<file path="src/rtl/irq_ctrl_pkg.sv">
// Shared register map and FSM encoding for the external interrupt controller.
package irq_ctrl_pkg;

    localparam logic [3:0] IRQ_IE    = 4'h0;
    localparam logic [3:0] IRQ_PEND  = 4'h4;
    localparam logic [3:0] IRQ_EDGE  = 4'h8;
    localparam logic [3:0] IRQ_CLAIM = 4'hC;

    typedef enum logic [1:0] {
        ST_IDLE = 2'd0,
        ST_REQ  = 2'd1,
        ST_BUSY = 2'd2
    } irq_state_t;

endpackage

</file>
<file path="src/rtl/irq_ctrl_if.sv">
// Register port plus core external-trap handshake; _i/_o are seen from the controller.
interface irq_ctrl_if;

    logic [3:0]  reg_addr_i;
    logic        reg_we_i;
    logic        reg_re_i;
    logic [31:0] reg_wdata_i;
    logic [31:0] reg_rdata_o;
    logic        ex_trap_valid_o;
    logic        ex_trap_ready_i;
    logic [4:0]  irq_id_o;

    modport master (
        output reg_addr_i, reg_we_i, reg_re_i, reg_wdata_i, ex_trap_ready_i,
        input  reg_rdata_o, ex_trap_valid_o, irq_id_o
    );

    modport slave (
        input  reg_addr_i, reg_we_i, reg_re_i, reg_wdata_i, ex_trap_ready_i,
        output reg_rdata_o, ex_trap_valid_o, irq_id_o
    );

endinterface

</file>
<file path="src/rtl/irq_ctrl_prio_enc.sv">
// Lowest-index-wins priority encoder; purely combinational, no handshake.
module irq_prio_enc #(
    parameter int N = 8
) (
    input  logic [N-1:0] req_i,
    output logic         any_o,
    output logic [4:0]   idx_o
);

    always_comb begin
        any_o = 1'b0;
        idx_o = '0;
        // Descending scan so the lowest set index is the last one written.
        for (int i = N - 1; i >= 0; i--) begin
            if (req_i[i]) begin
                any_o = 1'b1;
                idx_o = 5'(i);
            end
        end
    end

endmodule

</file>
<file path="src/rtl/irq_ctrl.sv">
// External interrupt controller: synchronise, latch level/edge pending, mask, prioritise, trap handshake.
// Valid rises SYNC_STAGES+2 cycles after a line; no nesting until software writes CLAIM.
module irq_ctrl
    import irq_ctrl_pkg::*;
#(
    parameter int IRQ_NUM     = 8,
    parameter int SYNC_STAGES = 2
) (
    input  logic               clk,
    input  logic               rst,
    input  logic [IRQ_NUM-1:0] irq_i,
    irq_ctrl_if.slave          bus
);

    logic [IRQ_NUM-1:0] irq_s, irq_d_q;
    logic [IRQ_NUM-1:0] ie_q, edge_q, pend_q, pend_d;
    logic [IRQ_NUM-1:0] req, clr, win_oh;
    logic [4:0]         win, id_q;
    logic               any, take, valid_q;
    logic               wr_ie, wr_pend, wr_edge, wr_claim;
    logic [31:0]        rd_val, rdata_q;
    irq_state_t         state_q;
    logic               unused_wdata;

    for (genvar g = 0; g < SYNC_STAGES; g++) begin : g_sync
        logic [IRQ_NUM-1:0] q;
        if (g == 0) begin : g_first
            always_ff @(posedge clk) begin
                if (rst) q <= '0;
                else     q <= irq_i;
            end
        end else begin : g_next
            always_ff @(posedge clk) begin
                if (rst) q <= '0;
                else     q <= g_sync[g-1].q;
            end
        end
    end
    assign irq_s = g_sync[SYNC_STAGES-1].q;

    assign wr_ie    = bus.reg_we_i && (bus.reg_addr_i == IRQ_IE);
    assign wr_pend  = bus.reg_we_i && (bus.reg_addr_i == IRQ_PEND);
    assign wr_edge  = bus.reg_we_i && (bus.reg_addr_i == IRQ_EDGE);
    assign wr_claim = bus.reg_we_i && (bus.reg_addr_i == IRQ_CLAIM);
    assign unused_wdata = ^bus.reg_wdata_i[31:IRQ_NUM];

    assign req = pend_q & ie_q;

    irq_prio_enc #(.N(IRQ_NUM)) u_prio_enc (
        .req_i (req),
        .any_o (any),
        .idx_o (win)
    );

    assign take   = (state_q == ST_REQ) && bus.ex_trap_ready_i && any;
    assign win_oh = IRQ_NUM'(1) << win;

    // Edge bits: a fresh edge overrides a same-cycle clear; level bits just track the line.
    always_comb begin
        clr    = ({IRQ_NUM{take}} & win_oh)
               | ({IRQ_NUM{wr_pend}} & bus.reg_wdata_i[IRQ_NUM-1:0]);
        pend_d = (edge_q & ((irq_s & ~irq_d_q) | (pend_q & ~clr)))
               | (~edge_q & irq_s);
    end

    always_comb begin
        case (bus.reg_addr_i)
            IRQ_IE:    rd_val = 32'(ie_q);
            IRQ_PEND:  rd_val = 32'(pend_q);
            IRQ_EDGE:  rd_val = 32'(edge_q);
            IRQ_CLAIM: rd_val = 32'(id_q);
            default:   rd_val = '0;
        endcase
    end

    always_ff @(posedge clk) begin
        if (rst) begin
            irq_d_q <= '0;
            ie_q    <= '0;
            edge_q  <= '0;
            pend_q  <= '0;
            rdata_q <= '0;
        end else begin
            irq_d_q <= irq_s;
            pend_q  <= pend_d;
            if (wr_ie)          ie_q    <= bus.reg_wdata_i[IRQ_NUM-1:0];
            if (wr_edge)        edge_q  <= bus.reg_wdata_i[IRQ_NUM-1:0];
            if (bus.reg_re_i)   rdata_q <= rd_val;
        end
    end

    always_ff @(posedge clk) begin
        if (rst) begin
            state_q <= ST_IDLE;
            valid_q <= 1'b0;
            id_q    <= '0;
        end else begin
            case (state_q)
                ST_IDLE: begin
                    if (any) begin
                        state_q <= ST_REQ;
                        valid_q <= 1'b1;
                    end
                end
                ST_REQ: begin
                    // Winner is taken at acceptance time, so a later higher-priority source wins.
                    if (take) begin
                        state_q <= ST_BUSY;
                        valid_q <= 1'b0;
                        id_q    <= win + 5'd1;
                    end else if (!any) begin
                        state_q <= ST_IDLE;
                        valid_q <= 1'b0;
                    end
                end
                ST_BUSY: begin
                    if (wr_claim) begin
                        state_q <= ST_IDLE;
                        id_q    <= '0;
                    end
                end
                default: begin
                    state_q <= ST_IDLE;
                    valid_q <= 1'b0;
                end
            endcase
        end
    end

    assign bus.ex_trap_valid_o = valid_q;
    assign bus.irq_id_o        = id_q;
    assign bus.reg_rdata_o     = rdata_q;

endmodule

</file>
<file path="src/flat_wrapper.sv">
// flat-port wrapper written by rule: the top's interface ports become plain ports
module irq_ctrl_flat import irq_ctrl_pkg::*;
#(
    parameter int IRQ_NUM     = 8,
    parameter int SYNC_STAGES = 2
)
  (clk, rst, irq_i, bus_reg_addr_i, bus_reg_we_i, bus_reg_re_i, bus_reg_wdata_i, bus_ex_trap_ready_i, bus_reg_rdata_o, bus_ex_trap_valid_o, bus_irq_id_o);
  irq_ctrl_if bus_i ();
  input  logic clk;
  input  logic rst;
  input  logic [IRQ_NUM-1:0] irq_i;
  input wire logic [$bits(bus_i.reg_addr_i)-1:0] bus_reg_addr_i;
  input wire logic [$bits(bus_i.reg_we_i)-1:0] bus_reg_we_i;
  input wire logic [$bits(bus_i.reg_re_i)-1:0] bus_reg_re_i;
  input wire logic [$bits(bus_i.reg_wdata_i)-1:0] bus_reg_wdata_i;
  input wire logic [$bits(bus_i.ex_trap_ready_i)-1:0] bus_ex_trap_ready_i;
  output wire logic [$bits(bus_i.reg_rdata_o)-1:0] bus_reg_rdata_o;
  output wire logic [$bits(bus_i.ex_trap_valid_o)-1:0] bus_ex_trap_valid_o;
  output wire logic [$bits(bus_i.irq_id_o)-1:0] bus_irq_id_o;
  assign bus_i.reg_addr_i = bus_reg_addr_i;
  assign bus_i.reg_we_i = bus_reg_we_i;
  assign bus_i.reg_re_i = bus_reg_re_i;
  assign bus_i.reg_wdata_i = bus_reg_wdata_i;
  assign bus_i.ex_trap_ready_i = bus_ex_trap_ready_i;
  assign bus_reg_rdata_o = bus_i.reg_rdata_o;
  assign bus_ex_trap_valid_o = bus_i.ex_trap_valid_o;
  assign bus_irq_id_o = bus_i.irq_id_o;
  irq_ctrl #(.IRQ_NUM(IRQ_NUM), .SYNC_STAGES(SYNC_STAGES)) u_core (.clk(clk), .rst(rst), .irq_i(irq_i), .bus(bus_i));
endmodule
</file>
<file path="config.mk">
export PLATFORM = sky130hd
export DESIGN_NAME = irq_ctrl_flat
export DESIGN_NICKNAME = d
export VERILOG_FILES = /design/src/rtl/irq_ctrl_pkg.sv /design/src/rtl/irq_ctrl_if.sv /design/src/rtl/irq_ctrl_prio_enc.sv /design/src/rtl/irq_ctrl.sv /design/src/flat_wrapper.sv
export SDC_FILE = /design/constraint.sdc
export NUM_CORES = 1
export LEC_CHECK = 0
export CAP_MARGIN = 20
export CORE_MARGIN = 2
export CORE_UTILIZATION = 43
export DETAILED_ROUTE_END_ITERATION = 10
export PLACE_DENSITY = 0.79
export SYNTH_ARGS = -nofsm -noshare
export SYNTH_HDL_FRONTEND = slang
export SYNTH_SLANG_ARGS = --single-unit
</file>
<file path="constraint.sdc">
create_clock -name clk -period 2.5 [get_ports clk]
set_clock_uncertainty 0.2 [all_clocks]
set_input_delay 0.25 -clock clk [delete_from_list [all_inputs] [get_ports clk]]
set_output_delay 0.25 -clock clk [all_outputs]
set_load 0.05 [all_outputs]
</file>
# Word level (Yosys, flattened, before mapping)
# Cells that the tools add are included.
# W data, S select, Z words.
[word_totals] reg_bits=88 out_inout_bits=38 elab_cells=76
[classes] addsub=1 n_eq_ne=9 shift=1 n_mux=29 n_bitwise=14 reduce_logical=12
[op_table] cell="$and A8 B8 Y8" count=7
[op_table] cell="$mux W5" count=9
[op_table] cell="$pmux W8 S4" count=1
[op_table] cell="$not A8 Y8" count=3
[op_table] cell="$or A8 B8 Y8" count=3
[op_table] cell="$mux W1" count=11
[op_table] cell="$pmux W5 S2" count=1
[op_table] cell="$reduce_and A3 Y1" count=3
[op_table] cell="$eq A4 B4 Y1 const B" count=2
[op_table] cell="$mux W2" count=4
[op_table] cell="$shl A1 B5 Y8 const A" count=1
[op_table] cell="$logic_and A1 B1 Y1" count=6
[op_table] cell="$ne A2 B1 Y1 const B" count=3
[op_table] cell="$pmux W2 S3" count=1
[op_table] cell="$add A5 B1 Y5 const B" count=1
[op_table] cell="$eq A4 B3 Y1 const B" count=1
[op_table] cell="$logic_not A4 Y1" count=1
[op_table] cell="$mux W3" count=1
[op_table] cell="$ne A3 B3 Y1 const B" count=1
[op_table] cell="$pmux W1 S3" count=1
[op_table] cell="$eq A2 B1 Y1 const B" count=1
[op_table] cell="$eq A2 B2 Y1 const B" count=1
[op_table] cell="$logic_not A2 Y1" count=1
[op_table] cell="$reduce_bool A2 Y1" count=1
[op_table] cell="$not A1 Y1" count=1

# Logic depth before layout (Yosys ltp)
# Gate-level depths: netlist of run 1.
[logic_depth] word_depth=17 ltp_mapped=8 mapped_depth_nobuf=8

# Cells and area by module
# Synthesis of run 1 repeated with hierarchy kept, for this count alone.
[unflattened] cells_unflattened=325 area_unflattened_um2=3016.6
[modules_own_cells] mod="irq_ctrl" n_inst=1 cells_each=309 area_per_inst_um2=2917.8
[modules_own_cells] mod="irq_prio_enc" n_inst=1 cells_each=16 area_per_inst_um2=98.8

# Worst setup path after synthesis of run 1
# No wires, ideal clock.
[synth_timing] path_kind="flip-flop to flip-flop" startpoint="register u_core.pend_q[6]" endpoint="register u_core.id_q[2], in the netlist u_core.bus.irq_id_o[2]" setup_time_ps=132 arrival_time_ps=1617 required_time_ps=2168 path_slack_ps=551 path_stages_with_launch=9 n_path_buf=0 period_less_slack_ps=1949 path_cell_list="dfxtp_1 nand2_1 a32o_1 a211oi_2 inv_1 ha_1 ha_1 nand2_1 a21oi_1"
[synth_between] elab_chain_len=11 word_cells_on_any_way=21 classes_between="add/sub: 1; eq/ne: 1; mux: 16; bitwise: 1; reduce/logical: 2"
[synth_lines] item="start, declared" line="irq_ctrl.sv:16" rtl="logic [IRQ_NUM-1:0] ie_q, edge_q, pend_q, pend_d;"
[synth_lines] item="start signal, assigned" line="irq_ctrl.sv:85" rtl="pend_q <= pend_d;"
[synth_lines] item="$and A8 B8 Y8 *" line="irq_ctrl.sv:47" rtl="assign req = pend_q & ie_q;"
[synth_lines] item="$mux W5 / $mux W1 (equally long branches) (7 in series)" line="irq_ctrl_prio_enc.sv:15" rtl="if (req_i[i]) begin"
[synth_lines] item="$add A5 B1 Y5 / $logic_and A1 B1 Y1 (equally long branches)" line="irq_ctrl.sv:110, irq_ctrl.sv:55"
[synth_lines] item="$mux W5 / $ne A2 B1 Y1 (equally long branches)"
[synth_lines] item="$pmux W5 S2 / $reduce_and A3 Y1 (equally long branches)"
[synth_lines] item="end signal, assigned" line="irq_ctrl.sv:110" rtl="id_q <= win + 5'd1;"
[synth_lines] item="end, declared" line="irq_ctrl.sv:18" rtl="logic [4:0] win, id_q;"
# Mark *: on every way between the ends. The rest lies on a longest branch, timed or not. The select of a mux whose other input is x is not followed.
# A chain may end at the register's enable or synchronous reset.

# Final worst setup path of run 1
[layout_timing] startpoint="register u_core.pend_q[6]" endpoint="register u_core.pend_q[7]"
[layout_between] elab_chain_len=16 word_cells_on_any_way=24 classes_between="shift: 1; mux: 14; bitwise: 8; reduce/logical: 1"
[layout_lines] item="$and A8 B8 Y8 *" line="irq_ctrl.sv:47"
[layout_lines] item="$mux W5 / $mux W1 (equally long branches) (7 in series)" line="irq_ctrl_prio_enc.sv:15"
[layout_lines] item="$shl A1 B5 Y8 / $logic_and A1 B1 Y1 (equally long branches)" line="irq_ctrl.sv:56, irq_ctrl.sv:55"
[layout_lines] item="$and A8 B8 Y8 *" line="irq_ctrl.sv:60" rtl="clr = ({IRQ_NUM{take}} & win_oh)"
[layout_lines] item="$or A8 B8 Y8 *" line="irq_ctrl.sv:61" rtl="| ({IRQ_NUM{wr_pend}} & bus.reg_wdata_i[IRQ_NUM-1:0]);"
[layout_lines] item="$not A8 Y8 *" line="irq_ctrl.sv:62" rtl="pend_d = (edge_q & ((irq_s & ~irq_d_q) | (pend_q & ~clr)))"
[layout_lines] item="$and A8 B8 Y8 *" line="irq_ctrl.sv:62"
[layout_lines] item="$or A8 B8 Y8 *" line="irq_ctrl.sv:62"
[layout_lines] item="$and A8 B8 Y8 *" line="irq_ctrl.sv:62"
[layout_lines] item="$or A8 B8 Y8 *" line="irq_ctrl.sv:63" rtl="| (~edge_q & irq_s);"
# Mark *: on every way between the ends. The rest lies on a longest branch, timed or not.

==> results of run 1 <==
routing by layer:
metal	share of wire	wire length, µm
met1	0.45	2580
met2	0.45	2550
met3	0.076	434
met4	0.021	119
met5	0	0
kinds of logic after synthesis:
logic type      after synthesis
simple gates                128
flops                        63
compound gates               56
buf+inv                      39
mux                          16
fa+ha+maj                     5
other cells                   1
report_power, final:
part / internal, mW / switching, mW
Sequential: 1.03 / 0.0108
Clock: 0.349 / 0.378
Combinational: 0.0658 / 0.141
Total: 1.44 / 0.529
area by class of cell:
type | instances | area, µm² | area share
inverter | 2 | 7.51 | 0.00223
sequential | 63 | 1260 | 0.375
multi-input combinational | 230 | 1390 | 0.412
tap | 77 | 96.3 | 0.0287
timing repair buffer | 48 | 448 | 0.133
clock buffer | 9 | 124 | 0.0368
clock inverter | 7 | 40.0 | 0.0119
synthesized netlist by cell type (2+ instances only):
cell type / number
sky130_fd_sc_hd__a211oi_1: 8
sky130_fd_sc_hd__buf_2: 4
sky130_fd_sc_hd__buf_4: 26
sky130_fd_sc_hd__a22o_1: 8
sky130_fd_sc_hd__nand3b_1: 2
sky130_fd_sc_hd__a21oi_1: 25
sky130_fd_sc_hd__o21ai_0: 4
sky130_fd_sc_hd__nor2b_1: 34
sky130_fd_sc_hd__mux2i_1: 12
sky130_fd_sc_hd__nor3b_2: 2
sky130_fd_sc_hd__nand3_1: 12
sky130_fd_sc_hd__inv_1: 2
sky130_fd_sc_hd__a22oi_1: 2
sky130_fd_sc_hd__nand2_1: 48
sky130_fd_sc_hd__mux4_2: 3
sky130_fd_sc_hd__dfxtp_1: 63
sky130_fd_sc_hd__nor2_1: 19
sky130_fd_sc_hd__clkbuf_1: 5
sky130_fd_sc_hd__buf_6: 2
sky130_fd_sc_hd__ha_1: 5
sequential cells by signal, indices dropped and copies added (netlist names):
name                        count
u_core.bus.irq_id_o             4
u_core.irq_d_q                  8
u_core.bus.reg_rdata_o          8
u_core.pend_q                   8
u_core.edge_q                   8
u_core.state_q                  2
u_core.bus.ex_trap_valid_o      1
u_core.g_sync.q                16
u_core.ie_q                     8
worst max path at each step:
stage,endpoint,start,cells past startpoint
after CTS,u_core.pend_q[7],u_core.pend_q[6],7
after global placement,u_core.edge_q[2],bus_reg_addr_i[3],6
final,u_core.pend_q[7],u_core.pend_q[6],7
after detailed placement,u_core.ie_q[2],bus_reg_addr_i[1],7
after floorplan,u_core.bus.irq_id_o[2],u_core.pend_q[6],8
after global routing,u_core.pend_q[7],u_core.pend_q[5],7
cells in the final DEF, fill, tap and decap left out, types with 2 or more instances in the layout:
| cell type | Yosys | routed |
|---|---|---|
| sky130_fd_sc_hd__a211oi_1 | 8 | 8 |
| sky130_fd_sc_hd__a21oi_1 | 25 | 25 |
| sky130_fd_sc_hd__a22o_1 | 8 | 8 |
| sky130_fd_sc_hd__a22oi_1 | 2 | 2 |
| sky130_fd_sc_hd__buf_4 | 26 | 11 |
| sky130_fd_sc_hd__clkbuf_8 | 0 | 9 |
| sky130_fd_sc_hd__clkdlybuf4s50_1 | 0 | 36 |
| sky130_fd_sc_hd__clkinv_2 | 0 | 5 |
| sky130_fd_sc_hd__clkinvlp_4 | 0 | 2 |
| sky130_fd_sc_hd__conb_1 | 1 | 25 |
| sky130_fd_sc_hd__dfxtp_1 | 63 | 63 |
| sky130_fd_sc_hd__ha_1 | 5 | 5 |
| sky130_fd_sc_hd__inv_1 | 2 | 2 |
| sky130_fd_sc_hd__mux2i_1 | 12 | 12 |
| sky130_fd_sc_hd__mux4_2 | 3 | 3 |
| sky130_fd_sc_hd__nand2_1 | 48 | 48 |
| sky130_fd_sc_hd__nand3_1 | 12 | 12 |
| sky130_fd_sc_hd__nand3b_1 | 2 | 2 |
| sky130_fd_sc_hd__nor2_1 | 19 | 19 |
| sky130_fd_sc_hd__nor2b_1 | 34 | 34 |
| sky130_fd_sc_hd__nor3b_2 | 2 | 2 |
| sky130_fd_sc_hd__o21ai_0 | 4 | 4 |
stage by stage:
step,setup WS (ns),hold slack (ns),utilization,instance area (µm²)
floorplan,0.551,0.178,-,2910
global placement,0.281,0.216,0.504,3200
detailed placement,0.208,0.220,0.504,3200
CTS,0.474,0.236,0.529,3360
global route,0.294,0.258,0.529,3360
finish,0.454,0.237,0.529,3360
worst max-delay path: cells and delay by family (launching register included):
| kind | cells | cell delay (ns) |
|---|---|---|
| compound gates | 3 | 0.68 |
| fa+ha+maj | 2 | 0.41 |
| flops | 1 | 0.40 |
| simple gates | 2 | 0.25 |
==> parameters.txt, run 1 <==
Parameter                              Value

Synthesis
  Synthesis-stage register bit count    63
  Post-synthesis adder-cell area fraction    0.0222
  Most used flip-flop cell after synthesis    sky130_fd_sc_hd__dfxtp_1
  Ranking of synthesized cells by area    sky130_fd_sc_hd__dfxtp_1, sky130_fd_sc_hd__nor2b_1, sky130_fd_sc_hd__buf_4
  Main combinational cell family by area after synthesis    simple AND/OR/NAND/NOR gates
  Share of Yosys cell area claimed by the top area cell type    0.447
  Post-synthesis sequential area ratio    0.447
  Post-Synth XOR/XNOR Area    0
  Syn Area/Cell    9.16 µm²
  Number of instances in the synthesized netlist    308
  Fraction of synthesized area in multiplexers    0.0759
  Number of distinct library cell variants in the gate-level netlist after synthesis    42
  Simple-gate area share of the yosys netlist    0.228
  Asr flop ratio synth    0
  Yosys synthesis warning count    0
  Post-Synthesis Cell Area    around 0.0028 mm²
  Top cell type by total area after synthesis    sky130_fd_sc_hd__dfxtp_1
  Share of the synthesized area in compound gates (AO/OA/AOI/OAI)    0.131
  Count of flip-flops with a built-in enable after synthesis    0

Global routing
  Antenna violations before repair    0
  Busiest layer in global routing    met2
  Global-route track usage on met1    0.221
  GR Layer Usage met3    0.0379
  Via count of the first global-routing pass    approximately 2.0k
  Total routing resource utilization after global routing    0.165
  Global Route met2 Usage    0.251
  Overall overflow remaining after global route    0
  Maximum number of pins on one net before global-route repair    57
  First-pass GRT wire length    9420 µm

Critical path
  Worst stage delay on the critical path    about 0.4 ns
  Cell mode on critical path    sky130_fd_sc_hd__ha_1
  Critical path arrival    roughly 2.1 ns
  Worst reg2reg path startpoint    u_core.pend_q[6]
  Cell count of the worst reg-to-reg path    7
  Critical path endpoint category    register
  Startpoint types    register
  Endpoint of the worst register-to-register path    u_core.pend_q[7]
  Data required time of the worst path    2.53 ns
  Critical path class    register to register
  Worst reg2reg setup slack    0.45 ns
  Largest fanout on the critical path    4
  Cell breakdown of the critical path    a22oi_1 -> nand2b_1 -> a31oi_1 -> ha_1 -> ha_1 -> nand2_1 -> a22o_1
  Crit-path slowest cell    sky130_fd_sc_hd__dfxtp_1

Route
  Antenna Violating Nets Remaining    0
  Via count normalized by instance count    4.97
  Count of TritonRoute iterations in the first routing pass    4
  Via total after detailed routing    2167
  Drt wl/cell    13.0 µm
  Total detailed-routing wirelength    5680 µm
  Starting DRC count in detailed routing    200
  Count of unresolved DRC violations after routing    0

Timing
  Total setup violations reported at the end of the flow    0
  Final hold vios    0
  Transition at the pin with the smallest max-transition slack    0.960 ns
  Post-route minimum period    approximately 2.0 ns
  Max Fclk    a little under 500 MHz
  Period utilisation layout    0.818
  Number of max-slew violations in the final report    0
  Setup TNS after final layout    0 ns
  Max transition margin    0.360
  RSZ-0062 raised after global routing    false

Die
  Number of core rows    29
  Core ar.    between 0.006 and 0.007 mm²
  Total Die Area    between 0.007 and 0.008 mm²
  Count of boundary I/O pins    87
  Die span in y    85.0 µm
  Horizontal extent of the die    85.0 µm
  Starting density of the core    0.444

Clocking
  Post-cts resize count    0
  Post-CTS Setup Bufs    0
  Cell at the root of the clock tree    sky130_fd_sc_hd__clkbuf_8
  CTS tree    done
  Number of CTS-inserted buffers    9
  CTS clock-pin slew for the worst setup and hold paths    around 0.070 ns
  Largest buffer count on any clock path    2
  Clock Sink Count    63
  Hold-fix buffers at CTS    0
  Clock latency at the later pin of the worst-skew pair    0.33 ns
  Htree depth    3

Final layout
  Net count, final    408
  Finished Layout Cells    436
  Diode count    0
  Area growth from synthesis to layout    19.2%
  Share of layout cells above drive strength 1    0.114
  FILL cells    610

Place
  Total instance count after detailed placement    420
  Port bufs    37
  Gp weighted congestion    0.908
  Post-DP HPWL    roughly 4000 µm

Hold path
  Worst hold path type    register to register
  Worst Hold End    u_core.g_sync[1].q[5]
  Startpoint of the most critical hold path    u_core.g_sync[0].q[5]
  Worst hold stages    1

Job
  Max capacitance violation total    0

Power
  Total design power    slightly below 2 mW
  Leakage power    1.25 nW
  Power per Cell Area    between 500 and 600 mW/mm²
  Highest ir drop seen on vdd    0.338 mV

Run status
  Status    finished, final reports clean
Note: power is estimated with default switching activity, not from simulation.
==> run 2: changes to the inputs <==
==> constraint.sdc (replaced) <==
create_clock -name clk -period 2 [get_ports clk]
set_clock_uncertainty 0.2 [all_clocks]
set_input_delay 0.2 -clock clk [delete_from_list [all_inputs] [get_ports clk]]
set_output_delay 0.2 -clock clk [all_outputs]
set_load 0.05 [all_outputs]
==> run 2 against run 1 <==
  * Register-to-register slack worse by 0.43 ns
  * Critical endpoint is now u_core.pend_q[1]
  * Sequential cell count unchanged
  * Cell count rose by 2.8%
  * Design area grew 5.2%
  * Non-clock buffer count rose by 12
  * Clock power increased by 33%
  * Highest routed layer unchanged
==> parameters.txt, run 2 (synthesis results as in run 1) <==
Parameter                              Value

Clocking
  Number of CTS-inserted buffers    9 (unchanged)
  Clock latency at the later pin of the worst-skew pair    0.35 ns (+0.02 ns)
  Clock Sink Count    63 (unchanged)
  Largest buffer count on any clock path    2 (unchanged)
  Cell at the root of the clock tree    sky130_fd_sc_hd__clkbuf_8
  CTS tree    done
  Htree depth    3 (unchanged)
  CTS clock-pin slew for the worst setup and hold paths    0.08 ns (about the same)

Timing
  Post-route minimum period    1.97 ns (-0.0708 ns)
  Setup TNS after final layout    0 ns (unchanged)
  Number of max-slew violations in the final report    0 (unchanged)
  Period utilisation layout    0.987 (+0.169)
  RSZ-0062 raised after global routing    true
  Worst hold margin    0.201 ns (-0.0360 ns)
  Transition at the pin with the smallest max-transition slack    0.850 ns (-0.110 ns)
  Max Fclk    506 MHz (+3.6%)
  Total setup violations reported at the end of the flow    0 (unchanged)
  Max transition margin    0.433 (+0.0731)
  Final hold vios    0 (unchanged)

Global routing
  Total routing resource utilization after global routing    0.181 (+0.0166)
  Overall overflow remaining after global route    0 (unchanged)
  First-pass GRT wire length    10200 µm (+8.7%)
  Via count of the first global-routing pass    2178 (+6.7%)
  Maximum number of pins on one net before global-route repair    48 (-16%)
  Antenna violations before repair    0 (unchanged)

Power
  Leakage power    1.32 nW (+5.9%)
  Power per Cell Area    717 mW/mm² (+22%)
  Highest ir drop seen on vdd    0.417 mV (+23%)

Final layout
  Most frequent cells in the layout    sky130_fd_sc_hd__dfxtp_1, sky130_fd_sc_hd__nand2_1, sky130_fd_sc_hd__clkdlybuf4s50_1, sky130_fd_sc_hd__nor2b_1, sky130_fd_sc_hd__conb_1
  Summed area of non-filler cells in the final layout    0.00354 mm² (+5.2%)
  Diode count    0 (unchanged)
  Biggest register    u_core.g_sync.q
  Net count, final    420 (+2.9%)
  Number of flip-flops under the largest register name    16 (unchanged)
  Commonest non-fill, non-tap cell in the layout    sky130_fd_sc_hd__dfxtp_1
  Area growth from synthesis to layout    25.4%
  Share of layout cells above drive strength 1    0.178 (+0.0637)

Die
  Starting density of the core    0.444 (unchanged)
  Count of boundary I/O pins    87 (unchanged)
  Total Die Area    0.00722 mm² (unchanged)
  Die span in y    85.0 µm (unchanged)
  Core ar.    0.00635 mm² (unchanged)
  Number of core rows    29 (unchanged)
  Horizontal extent of the die    85.0 µm (unchanged)

Route
  Via total after detailed routing    2285 (+5.4%)
  Via count normalized by instance count    5.10 (+2.6%)
  Count of unresolved DRC violations after routing    0 (unchanged)
  Total detailed-routing wirelength    6230 µm (+9.7%)
  Antenna Violating Nets Remaining    0 (unchanged)
  Drt wl/cell    13.9 µm (+6.7%)
  Count of TritonRoute iterations in the first routing pass    4 (unchanged)
  Starting DRC count in detailed routing    207 (+3.5%)

Place
  Port bufs    37 (unchanged)
  Area after detailed placement    0.00329 mm² (+2.7%)
  Gp weighted congestion    0.865 (-4.8%)
  Post-DP HPWL    4420 µm (+7.4%)

Critical path
  Critical path arrival    2.01 ns (-0.07 ns)
  Largest fanout on the critical path    3 (-1)
  Cell breakdown of the critical path    buf_4 -> a22oi_1 -> nand2b_4 -> a31oi_4 -> inv_1 -> ha_1 -> a211oi_1 -> a22o_1
  Crit-path slowest cell    sky130_fd_sc_hd__dfxtp_2
  Data required time of the worst path    2.04 ns (-0.49 ns)
  Startpoint types    register
  Worst stage delay on the critical path    0.33 ns (-0.07 ns)
  Critical path class    register to register
  Critical path endpoint category    register

Hold path
  Worst hold path type    input pin to register

Run status
  Status    finished, final reports clean

Job
  Max capacitance violation total    0 (unchanged)
-- run 2: cell types whose count changed in the layout (fill, tap and decap cells not counted), moves of 2 or more --
cell	delta
sky130_fd_sc_hd__clkinvlp_4	+2
sky130_fd_sc_hd__nand2_1	-2
sky130_fd_sc_hd__clkinv_2	-3
sky130_fd_sc_hd__dfxtp_1	-2
sky130_fd_sc_hd__ha_2	+2
sky130_fd_sc_hd__nand2_2	+2
sky130_fd_sc_hd__dfxtp_2	+2
sky130_fd_sc_hd__buf_4	+11
sky130_fd_sc_hd__ha_1	-3
-- run 2: final cells by class --
class | count | area (µm²)
Clock buffer | 9 | 124
Clock inverter | 7 | 48.8
Fill cell | 564 | 2810
Inverter | 2 | 7.51
Multi-Input combinational cell | 230 | 1450
Sequential cell | 63 | 1260
Tap cell | 77 | 96.3
Timing Repair Buffer | 60 | 551
-- run 2: metrics by stage --
| stage | utilization | setup WS [ns] | power, mW | cells |
|---|---|---|---|---|
| final | 0.557 | 0.0252 | 2.54 | 448 |
| after global routing | 0.557 | -0.0627 | 2.64 | 448 |
| after CTS | 0.550 | 0.00103 | 2.55 | 448 |
| after detailed placement | 0.517 | -0.132 | 1.59 | 430 |
| after global placement | 0.517 | -0.0170 | 1.59 | 430 |
| after floorplan | - | 0.0513 | 1.54 | 332 |
-- run 2: final timing paths --
path / cells past startpoint / slack [ns] / startpoint / end
worst max-delay path: 8 / 0.03 / u_core.pend_q[6] / u_core.pend_q[1]
worst min-delay path: 2 / 0.20 / irq_i[0] / u_core.g_sync[0].q[0]
worst max register to register: 8 / 0.03 / u_core.pend_q[6] / u_core.pend_q[1]
worst min register to register: 1 / 0.23 / u_core.g_sync[0].q[5] / u_core.g_sync[1].q[5]
-- run 2: layer usage --
| layer | vias to the layer above | GRT usage | part of all wire |
|---|---|---|---|
| met5 | - | 0 | 0 |
| met1 | 1065 | 0.227 | 0.42 |
| met2 | 88 | 0.283 | 0.49 |
| met3 | 11 | 0.0623 | 0.075 |
| li1 | 1121 | - | - |
| met4 | 0 | 0.0808 | 0.013 |
-- run 2: power by group --
group	internal (mW)	total (mW)	switching (mW)	leakage, nW
Sequential	1.28	1.29	0.0122	0.513
Combinational	0.0918	0.273	0.181	0.730
Clock	0.447	0.968	0.521	0.0776
-- run 2: timing repair --
| action | CTS | global route |
|---|---|---|
| pin swaps | 2 | 3 |
| setup endpoints to repair | 5 | 6 |
| resized for setup | 6 | 8 |
| hold buffers | 0 | 0 |
| buffers inserted | 2 | 0 |
| cloned | 0 | 0 |
-- run 2: worst max-delay path, delay by kind of cell, from the launching register on --
| kind | cells | cell delay, ns |
|---|---|---|
| flip-flops | 1 | 0.33 |
| AO/OA/AOI/OAI | 4 | 0.71 |
| AND/OR/NAND/NOR | 1 | 0.21 |
| buffers and inverters | 2 | 0.24 |
| adder cells (fa/ha/maj) | 1 | 0.18 |
